## src/rtl/multicycle_ctrl_pkg.sv

```systemverilog
// Shared definitions for the multi-cycle MIPS control path: state encodings,
// opcode/funct constants, datapath select encodings and the control bundle.
package ctrl_defs;

    typedef enum logic [2:0] {
        S_FETCH  = 3'd0,
        S_DECODE = 3'd1,
        S_EXEC   = 3'd2,
        S_MEM    = 3'd3,
        S_WB     = 3'd4,
        S_HALT   = 3'd5
    } state_e;

    localparam logic [5:0] OP_RTYPE = 6'b000000;
    localparam logic [5:0] OP_ORI   = 6'b001101;
    localparam logic [5:0] OP_LUI   = 6'b001111;
    localparam logic [5:0] OP_LW    = 6'b100011;
    localparam logic [5:0] OP_SW    = 6'b101011;
    localparam logic [5:0] OP_BEQ   = 6'b000100;
    localparam logic [5:0] OP_J     = 6'b000010;
    localparam logic [5:0] OP_JAL   = 6'b000011;

    localparam logic [5:0] FN_ADDU  = 6'b100001;
    localparam logic [5:0] FN_SUBU  = 6'b100011;
    localparam logic [5:0] FN_JR    = 6'b001000;
    localparam logic [5:0] FN_SLL   = 6'b000000;

    localparam logic [1:0] PC_PLUS4  = 2'b00;
    localparam logic [1:0] PC_BRANCH = 2'b01;
    localparam logic [1:0] PC_JUMP   = 2'b10;
    localparam logic [1:0] PC_GPR    = 2'b11;

    localparam logic [1:0] DST_RT = 2'b00;
    localparam logic [1:0] DST_RD = 2'b01;
    localparam logic [1:0] DST_RA = 2'b10;

    localparam logic [1:0] WD_ALU  = 2'b00;
    localparam logic [1:0] WD_DMEM = 2'b01;
    localparam logic [1:0] WD_PC4  = 2'b10;

    localparam logic [2:0] ALU_ADD = 3'b000;
    localparam logic [2:0] ALU_SUB = 3'b001;
    localparam logic [2:0] ALU_OR  = 3'b010;

    localparam logic [1:0] EXT_ZERO = 2'b00;
    localparam logic [1:0] EXT_SIGN = 2'b01;
    localparam logic [1:0] EXT_LUI  = 2'b10;

    // One-hot instruction class bit positions
    localparam int CI_ADDU = 0;
    localparam int CI_SUBU = 1;
    localparam int CI_ORI  = 2;
    localparam int CI_LUI  = 3;
    localparam int CI_LW   = 4;
    localparam int CI_SW   = 5;
    localparam int CI_BEQ  = 6;
    localparam int CI_J    = 7;
    localparam int CI_JAL  = 8;
    localparam int CI_JR   = 9;
    localparam int CI_SLL  = 10;
    localparam int NUM_CLS = 11;

    typedef logic [NUM_CLS-1:0] cls_t;

    typedef struct packed {
        logic       ir_we;
        logic       pc_we;
        logic [1:0] pc_sel;
        logic       reg_we;
        logic [1:0] reg_dst;
        logic [1:0] wd_sel;
        logic       alu_src;
        logic [2:0] alu_op;
        logic [1:0] ext_op;
        logic       dm_re;
        logic       dm_we;
    } ctrl_t;

    localparam ctrl_t CTRL_IDLE = '0;

    // ALU/extender setup for a class; reused in EXEC, MEM and WB so the ALU
    // result stays stable until it is consumed.
    function automatic ctrl_t exec_ctl(input cls_t c);
        ctrl_t r;
        r = CTRL_IDLE;
        r.alu_src = c[CI_ORI] | c[CI_LUI] | c[CI_LW] | c[CI_SW];
        if (c[CI_SUBU] | c[CI_BEQ])
            r.alu_op = ALU_SUB;
        else if (c[CI_ORI] | c[CI_LUI])
            r.alu_op = ALU_OR;
        else
            r.alu_op = ALU_ADD;
        if (c[CI_LUI])
            r.ext_op = EXT_LUI;
        else if (c[CI_LW] | c[CI_SW])
            r.ext_op = EXT_SIGN;
        else
            r.ext_op = EXT_ZERO;
        return r;
    endfunction

endpackage

```

## src/rtl/multicycle_ctrl_dec.sv

```systemverilog
// Instruction class decoder: maps opcode/funct onto a one-hot class vector;
// no class bit set means the encoding is not supported.
module instr_class_dec
    import ctrl_defs::*;
(
    input  logic [5:0] opcode,
    input  logic [5:0] funcode,
    output cls_t       cls,
    output logic       illegal
);

    always_comb begin
        cls = '0;
        case (opcode)
            OP_RTYPE: begin
                case (funcode)
                    FN_ADDU: cls[CI_ADDU] = 1'b1;
                    FN_SUBU: cls[CI_SUBU] = 1'b1;
                    FN_JR:   cls[CI_JR]   = 1'b1;
                    FN_SLL:  cls[CI_SLL]  = 1'b1;
                    default: cls          = '0;
                endcase
            end
            OP_ORI:  cls[CI_ORI] = 1'b1;
            OP_LUI:  cls[CI_LUI] = 1'b1;
            OP_LW:   cls[CI_LW]  = 1'b1;
            OP_SW:   cls[CI_SW]  = 1'b1;
            OP_BEQ:  cls[CI_BEQ] = 1'b1;
            OP_J:    cls[CI_J]   = 1'b1;
            OP_JAL:  cls[CI_JAL] = 1'b1;
            default: cls         = '0;
        endcase
    end

    assign illegal = ~|cls;

endmodule

```

## src/rtl/multicycle_ctrl.sv

```systemverilog
// Multi-cycle MIPS control FSM: sequences FETCH/DECODE/EXEC/MEM/WB with
// ready-handshaked memories and drives all datapath enables and selects.
module multicycle_ctrl
    import ctrl_defs::*;
#(
    parameter bit MEM_HANDSHAKE = 1'b1,
    parameter bit ILLEGAL_HALT  = 1'b1
) (
    input  logic       clk,
    input  logic       reset,
    input  logic [5:0] opcode,
    input  logic [5:0] funcode,
    input  logic       zero,
    input  logic       imem_ready,
    input  logic       dmem_ready,
    output logic       ir_we,
    output logic       pc_we,
    output logic [1:0] pc_sel,
    output logic       reg_we,
    output logic [1:0] reg_dst,
    output logic [1:0] wd_sel,
    output logic       alu_src,
    output logic [2:0] alu_op,
    output logic [1:0] ext_op,
    output logic       dm_re,
    output logic       dm_we,
    output logic [2:0] state,
    output logic       illegal
);

    state_e state_q, state_d;
    logic   illegal_q, illegal_d;
    cls_t   cls;
    logic   cls_illegal;
    logic   imem_rdy, dmem_rdy;
    ctrl_t  ctl, ctl_out;

    instr_class_dec u_dec (
        .opcode  (opcode),
        .funcode (funcode),
        .cls     (cls),
        .illegal (cls_illegal)
    );

    assign imem_rdy = MEM_HANDSHAKE ? imem_ready : 1'b1;
    assign dmem_rdy = MEM_HANDSHAKE ? dmem_ready : 1'b1;

    always_ff @(posedge clk or negedge reset) begin
        if (!reset) begin
            state_q   <= S_FETCH;
            illegal_q <= 1'b0;
        end else begin
            state_q   <= state_d;
            illegal_q <= illegal_d;
        end
    end

    always_comb begin
        state_d   = state_q;
        illegal_d = illegal_q;
        ctl       = CTRL_IDLE;
        unique case (state_q)
            S_FETCH: begin
                if (imem_rdy) begin
                    ctl.ir_we = 1'b1;
                    state_d   = S_DECODE;
                end
            end
            S_DECODE: begin
                if (cls_illegal) begin
                    illegal_d = 1'b1;
                    if (ILLEGAL_HALT) begin
                        state_d = S_HALT;
                    end else begin
                        ctl.pc_we  = 1'b1;
                        ctl.pc_sel = PC_PLUS4;
                        state_d    = S_FETCH;
                    end
                end else if (cls[CI_J]) begin
                    ctl.pc_we  = 1'b1;
                    ctl.pc_sel = PC_JUMP;
                    state_d    = S_FETCH;
                end else if (cls[CI_JAL]) begin
                    ctl.pc_we   = 1'b1;
                    ctl.pc_sel  = PC_JUMP;
                    ctl.reg_we  = 1'b1;
                    ctl.reg_dst = DST_RA;
                    ctl.wd_sel  = WD_PC4;
                    state_d     = S_FETCH;
                end else if (cls[CI_JR]) begin
                    ctl.pc_we  = 1'b1;
                    ctl.pc_sel = PC_GPR;
                    state_d    = S_FETCH;
                end else if (cls[CI_SLL]) begin
                    ctl.pc_we  = 1'b1;
                    ctl.pc_sel = PC_PLUS4;
                    state_d    = S_FETCH;
                end else begin
                    state_d = S_EXEC;
                end
            end
            S_EXEC: begin
                ctl = exec_ctl(cls);
                if (cls[CI_BEQ]) begin
                    ctl.pc_we  = 1'b1;
                    ctl.pc_sel = zero ? PC_BRANCH : PC_PLUS4;
                    state_d    = S_FETCH;
                end else if (cls[CI_LW] | cls[CI_SW]) begin
                    state_d = S_MEM;
                end else begin
                    state_d = S_WB;
                end
            end
            S_MEM: begin
                // The request stays up through the completing cycle; sw retires here.
                ctl = exec_ctl(cls);
                if (cls[CI_SW]) begin
                    ctl.dm_we = 1'b1;
                    if (dmem_rdy) begin
                        ctl.pc_we  = 1'b1;
                        ctl.pc_sel = PC_PLUS4;
                        state_d    = S_FETCH;
                    end
                end else begin
                    ctl.dm_re = 1'b1;
                    if (dmem_rdy)
                        state_d = S_WB;
                end
            end
            S_WB: begin
                ctl         = exec_ctl(cls);
                ctl.reg_we  = 1'b1;
                ctl.pc_we   = 1'b1;
                ctl.pc_sel  = PC_PLUS4;
                ctl.reg_dst = (cls[CI_ADDU] | cls[CI_SUBU]) ? DST_RD : DST_RT;
                ctl.wd_sel  = cls[CI_LW] ? WD_DMEM : WD_ALU;
                state_d     = S_FETCH;
            end
            S_HALT: begin
                state_d = S_HALT;
            end
            default: begin
                state_d = S_FETCH;
            end
        endcase
    end

    // Outputs are combinational, so gate them with reset to kill any enable
    // in the same cycle reset is asserted rather than at the next edge.
    assign ctl_out = reset ? ctl : CTRL_IDLE;

    assign ir_we   = ctl_out.ir_we;
    assign pc_we   = ctl_out.pc_we;
    assign pc_sel  = ctl_out.pc_sel;
    assign reg_we  = ctl_out.reg_we;
    assign reg_dst = ctl_out.reg_dst;
    assign wd_sel  = ctl_out.wd_sel;
    assign alu_src = ctl_out.alu_src;
    assign alu_op  = ctl_out.alu_op;
    assign ext_op  = ctl_out.ext_op;
    assign dm_re   = ctl_out.dm_re;
    assign dm_we   = ctl_out.dm_we;
    assign state   = state_q;
    assign illegal = illegal_q;

endmodule

```

## config.mk

```make
export PLATFORM = sky130hd
export DESIGN_NAME = multicycle_ctrl
export DESIGN_NICKNAME = d
export VERILOG_FILES = /design/src/rtl/multicycle_ctrl_pkg.sv /design/src/rtl/multicycle_ctrl_dec.sv /design/src/rtl/multicycle_ctrl.sv
export SDC_FILE = /design/constraint.sdc
export NUM_CORES = 1
export LEC_CHECK = 0
export BUFFER_PORTS_ARGS = -buffer_cell sky130_fd_sc_hd__buf_2
export CAP_MARGIN = 0
export CELL_PAD_IN_SITES_DETAIL_PLACEMENT = 1
export CELL_PAD_IN_SITES_GLOBAL_PLACEMENT = 1
export CORE_MARGIN = 5
export CORE_UTILIZATION = 32
export DETAILED_ROUTE_END_ITERATION = 6
export GPL_ROUTABILITY_DRIVEN = 0
export PLACE_DENSITY_LB_ADDON = 0.1
export SETUP_SLACK_MARGIN = 0.15
export SLEW_MARGIN = 0
export SYNTH_ARGS = -nofsm -noshare
export SYNTH_HDL_FRONTEND = slang
export SYNTH_SLANG_ARGS = --single-unit
```

## constraint.sdc

```tcl
create_clock -name clk -period 2.27 [get_ports clk]
set_clock_uncertainty 0.15 [all_clocks]
set_input_delay 0.1135 -clock clk [delete_from_list [all_inputs] [get_ports clk]]
set_output_delay 0.1135 -clock clk [all_outputs]
set_load 0.1 [all_outputs]
```

==> results of run 1 <==
## worst max path at each step
stage | end | cells past startpoint
after floorplan | pc_we | 3
after global placement | reg_dst[0] | 4
after detailed placement | reg_dst[0] | 4
after CTS | ext_op[1] | 6
after global routing | ext_op[1] | 6
final | ext_op[1] | 6
## layout by cell type, fill, tap and decap left out, types with 3 or more instances in the layout
master and instances:
buf_2 25, nand2_1 9, nor2_1 7, buf_4 7, clkbuf_4 5, buf_12 5
o21ai_0 4, a21oi_1 4, nor3_2 3, nor3_4 3, dfrtp_4 3
## flip-flops by register name, indices dropped and copies added, names as in the netlist
register and flops:
illegal 1, state 3
## power groups by stage
stage,combinational (µW),sequential [µW],clock [µW]
after floorplan,409,276,0
after global placement,586,191,0
after detailed placement,593,191,0
after CTS,609,188,104
after global routing,650,200,115
final,616,190,99.4
## worst max-delay path: stages (launching register included)
cell,delay [ps]
dfrtp_4,510
nand2b_1,200
o21ai_2,170
nand2_4,110
nor2_2,130
and4_2,260
buf_12,180
## kinds of logic (layout without fill, tap and decap cells)
kind of cell	after synthesis	count (layout)	synth area share, %
compound gates	19	19	16.8
flops	4	4	13.9
other cells	1	1	0.520
simple gates	63	63	56.1
buf+inv	9	46	11.3
mux	1	1	1.39
## timing repair
item | in CTS | in global routing
setup buffers | 3 | 0
endpoints found under the hold margin | 4 | 0
endpoints found under the setup margin | 8 | 5
pin swaps | 1 | 1
resized for setup | 6 | 5
hold buffers | 1 | 0
cloned | 0 | 0
## final cells by class
class / count / area (µm²)
clock buffer: 4 / 26.3
fill: 271 / 1040
inverter: 1 / 3.75
multi-input combinational: 84 / 663
sequential: 4 / 111
tap: 28 / 35.0
timing repair buffer: 41 / 314
## per-stage QoR
step	hold WS, ps	instance area [µm²]	power (µW)	TNS (ps)
6_report	106	1150	905	0
5_1_grt	149	1150	965	0
2_1_floorplan	-332	845	685	-2130
3_3_place_gp	-113	1060	777	0
3_5_place_dp	-111	1060	784	0
4_1_cts	97.2	1140	901	0
## metal layers
layer | wire (µm) | vias to the layer above
met4 | 0 | 0
met5 | 0 | -
li1 | - | 427
met3 | 146 | 0
met2 | 1150 | 24
met1 | 1120 | 403
==> reports/metrics.cfg, run 1 <==
[timing]
final.min_clock_period_ps=2060
final-hold-violation-count=0
fin_ws_ps=215
drv_slew=0
setup_viol=0
grt_setup_unrepaired=true
max_freq_mhz=487
finalCritPeriodShare_pct=90.5

[detailed_routing]
detail_route.drc_violations=0
vias=854
antenna_left=0
routed_wire_length_per_instance_um=14.9
drt_total_wl_mm=2.41
detail_route.first_pass.iterations=4
drc_marker_count_from_the_first_detailed_route_iteration=5
avgViaCountPerCell=5.27

[synthesis]
synth_flop_cell=dfrtp_1
syn_inst=97
yosys.area.top_type=dfrtp_1
synthDistinctLibCells=46
postSynthNetCount=114
synth.cells.most_frequent=nand2_1, nor2_1, o21ai_0
sequential_fraction_of_the_synthesis_area_pct=13.9
synthMostInstantiatedCell=nand2_1
synth_top_cells_by_area=dfrtp_1, clkbuf_8, nand2_1, nor2_1, nor3_2
synth_top_cell_area_share_pct=13.9
synth-seq-cells=4
mappedNetlistArea_um2=721
yosys_warnings=0
syn_area_per_cell_um2=7.43
synth-edff-count=0
synthArstFlopShare_pct=100

[placement]
port_buffers=36
dp_cells=154
preCtsSetupSlack_ps=322
post-dp-hpwl_mm=1.97

[clocking]
cts-htree-levels=1
cts-root-to-sink-buffers=2
clkLatencyLatePin_ps=240
tritoncts=yes
tritoncts_num_sinks=4
cts.reportedPaths.clkPinSlew_ps=40
cts_made_buffers=3
clock-root-buffer=clkbuf_4

[power_and_ir_drop]
vdd.ir_drop.worst_mv=0.556
p_leak_uw=0.000473
power.share.sequential_pct=21.0
switchingPower_uw=540
p_clk_share_pct=11.0
p_sw_share_pct=59.6
power_frac_comb_pct=68.0
p_int_uw=365
power_density_nw_per_um2=785

[critical_path]
worstSetupEndpointType=output port
crit_path_start_kind=flip-flop
r2r-start=state[1]
internal_reg_to_reg_setup_slack_ps=660
critical_path_peak_fanout=9
reg2reg_to=state[2]
crit_arrival_ps=1790
kind_of_critical_path=flip-flop to output port
beginning_of_the_critical_path=state[1]
worst_r2r_path_depth=4
critical_path_required_ps=2010

[floorplanning]
start_util_pct=32.9
core_area_um2=2190
core.rowCount=17
floorplan.io_pins=38
floorplan.die_area_um2=3300
die-width_um=57.5
floorplan.die.height_um=57.5

[layout]
layout_net_count=152
areaGrowthSynthToFinish_pct=60.1
diodes=0
utilization_pct=52.7
final_layout_size_suffix_gt1_share_pct=56.7
final_std_cells_w_o_fill=162

[hold_path]
min-delay-start=dmem_ready
hold_end=state[1]
min_delay_path_depth=4
hold_path.class=primary input to flip-flop

[global_route]
overflow=0
global_route.usage.total_pct=15.7
grt_antenna_before_repair=0
grt_most_used_layer=met2
grt_first_pass_wirelength_mm=4.20
grt.met2_usage_pct=24.5
grt_util_met3_pct=4.30
grt_max_degree=17
grt_pass1_vias=879
global_route_track_usage_on_met1_pct=22.3

[run_status]
run_status=completed

[run]
maxCapViolCount=0

Note: power is estimated with default switching activity, not from simulation.
==> run 2, diff against run 1 <==
Settings changed: CELL_PAD_IN_SITES_DETAIL_PLACEMENT 1 to 0, CELL_PAD_IN_SITES_GLOBAL_PLACEMENT 1 to 2, CORE_UTILIZATION 32 to 24.
==> run 2 against run 1 <==
Register-to-register slack worse by 20 ps. Sequential power is 2% higher. Final area is 2.2% lower. Cell count is 1.2% higher. Clock-buffer cell count stayed put. Flip-flop and latch count stayed put. Sequential share of layout area is 0.21 points higher. Core utilization is 13 points lower. Via count is 2.6% lower. Worst setup slack worse by 10 ps. Non-clock buffer count is 1 lower. Global-route usage is 4.4 points lower. Critical endpoint is now ir_we. Largest cell class unchanged. Largest power group unchanged.
==> reports/metrics.cfg, run 2 (same netlist as run 1, synthesis figures left out) <==
[run_status]
run_status=completed

[global_route]
grt_antenna_before_repair=0
grt_pass1_vias=766
global_route.usage.total_pct=11.3
grt_first_pass_wirelength_mm=3.81
grt_max_degree=17
overflow=0

[floorplanning]
core_area_um2=2830
floorplan.die.height_um=64.8
floorplan.io_pins=38
die-width_um=64.8
floorplan.die_area_um2=4200
start_util_pct=25.5
core.rowCount=19

[timing]
final.min_clock_period_ps=2070
setup_viol=0
drv_slew=0
max_freq_mhz=484
finalCritPeriodShare_pct=91.0
final-hold-violation-count=0
grt_setup_unrepaired=true

[layout]
final_std_cells_w_o_fill=164
diodes=0
largest_register_ff_count=3
final_layout_size_suffix_gt1_share_pct=55.6
final_cell_area_um2=1130
mostFrequentLayoutCell=buf_2
layout.cells.most_common_list=buf_2, nand2_1, nor2_1
layout_net_count=151
areaGrowthSynthToFinish_pct=56.6
filler_cell_count=308

[clocking]
tritoncts_num_sinks=4
clock-root-buffer=clkbuf_4
cts-root-to-sink-buffers=2
cts.reportedPaths.clkPinSlew_ps=50
clkLatencyLatePin_ps=250
cts_made_buffers=3
tritoncts=yes
cts-htree-levels=1

[power_and_ir_drop]
vdd.ir_drop.worst_mv=0.694
p_leak_uw=0.000459
total_power_uw=891
power_density_nw_per_um2=790

[run]
maxCapViolCount=0

[critical_path]
critical_path_required_ps=2010
beginning_of_the_critical_path=state[1]
r2r-start=state[1]
critical_path_peak_fanout=9
worst_r2r_path_depth=4
crit_path_start_kind=flip-flop
crit_path_capture=ir_we
crit_arrival_ps=1800
internal_reg_to_reg_setup_slack_ps=640
kind_of_critical_path=flip-flop to output port
worstSetupEndpointType=output port
reg2reg_to=state[2]

[hold_path]
hold_path.class=primary input to flip-flop

[placement]
dp_cells=156
placed_cell_area_um2=1040
port_buffers=36
post-dp-hpwl_mm=1.87

[detailed_routing]
vias=832
detail_route.drc_violations=0
drt_total_wl_mm=2.39
antenna_left=0
drc_marker_count_from_the_first_detailed_route_iteration=27
routed_wire_length_per_instance_um=14.6
avgViaCountPerCell=5.07
detail_route.first_pass.iterations=2

==> run 2: critical path, stage by stage (launching register included) <==
cell	delay, ps
dfrtp_4	510
or2b_2	340
nor4b_4	240
buf_2	460
==> run 2: per-layer routing <==
| metal | GRT usage (%) | vias to the layer above | part of all wire [%] |
|---|---|---|---|
| met5 | 0 | - | 0 |
| met4 | 0.792 | 0 | 0 |
| met3 | 3.63 | 0 | 6.5 |
| li1 | - | 422 | - |
| met1 | 16.9 | 386 | 51 |
| met2 | 16.5 | 24 | 43 |
==> run 2: report_power, final <==
group          switching [µW]  internal (µW)  leakage [µW]  total (µW)
registers                88.3            106     0.0000425         194
logic                     413            180      0.000402         593
clock network            37.8           66.5     0.0000150         104
==> run 2: per-stage QoR <==
step | hold WS [ps] | setup TNS [ps] | setup slack, ps | utilization, %
detailed placement | -170 | 0 | 298 | 36.9
global placement | -174 | 0 | 296 | 36.9
CTS | 102 | 0 | 159 | 39.1
global route | 160 | 0 | 117 | 39.9
finish | 94.5 | 0 | 204 | 39.9
floorplan | -332 | -2130 | -521 | -
==> run 2: how the worst min path moves through the flow <==
| stage | start | end | slack [ps] | depth (start not counted) |
|---|---|---|---|---|
| after floorplan | reset | illegal | -330 | 0 |
| after global placement | reset | state[1] | -170 | 1 |
| after detailed placement | reset | state[1] | -170 | 1 |
| after CTS | dmem_ready | state[1] | 100 | 4 |
| after global routing | dmem_ready | state[1] | 160 | 4 |
| final | dmem_ready | state[1] | 90 | 4 |
==> run 2: repair_timing <==
action	4_1_cts	5_1_grt
resized for setup	5	3
buffers inserted	2	1
pin swaps	0	1
endpoints found under the setup margin	8	5
hold buffers	1	0
endpoints found under the hold margin	4	0
==> run 2: cell type report <==
type | count | area, µm² | share of cell area, %
multi-input combinational | 84 | 659 | 58.4
timing repair buffer | 40 | 289 | 25.6
sequential | 4 | 111 | 9.87
tap | 31 | 38.8 | 3.44
clock buffer | 4 | 26.3 | 2.33
inverter | 1 | 3.75 | 0.333
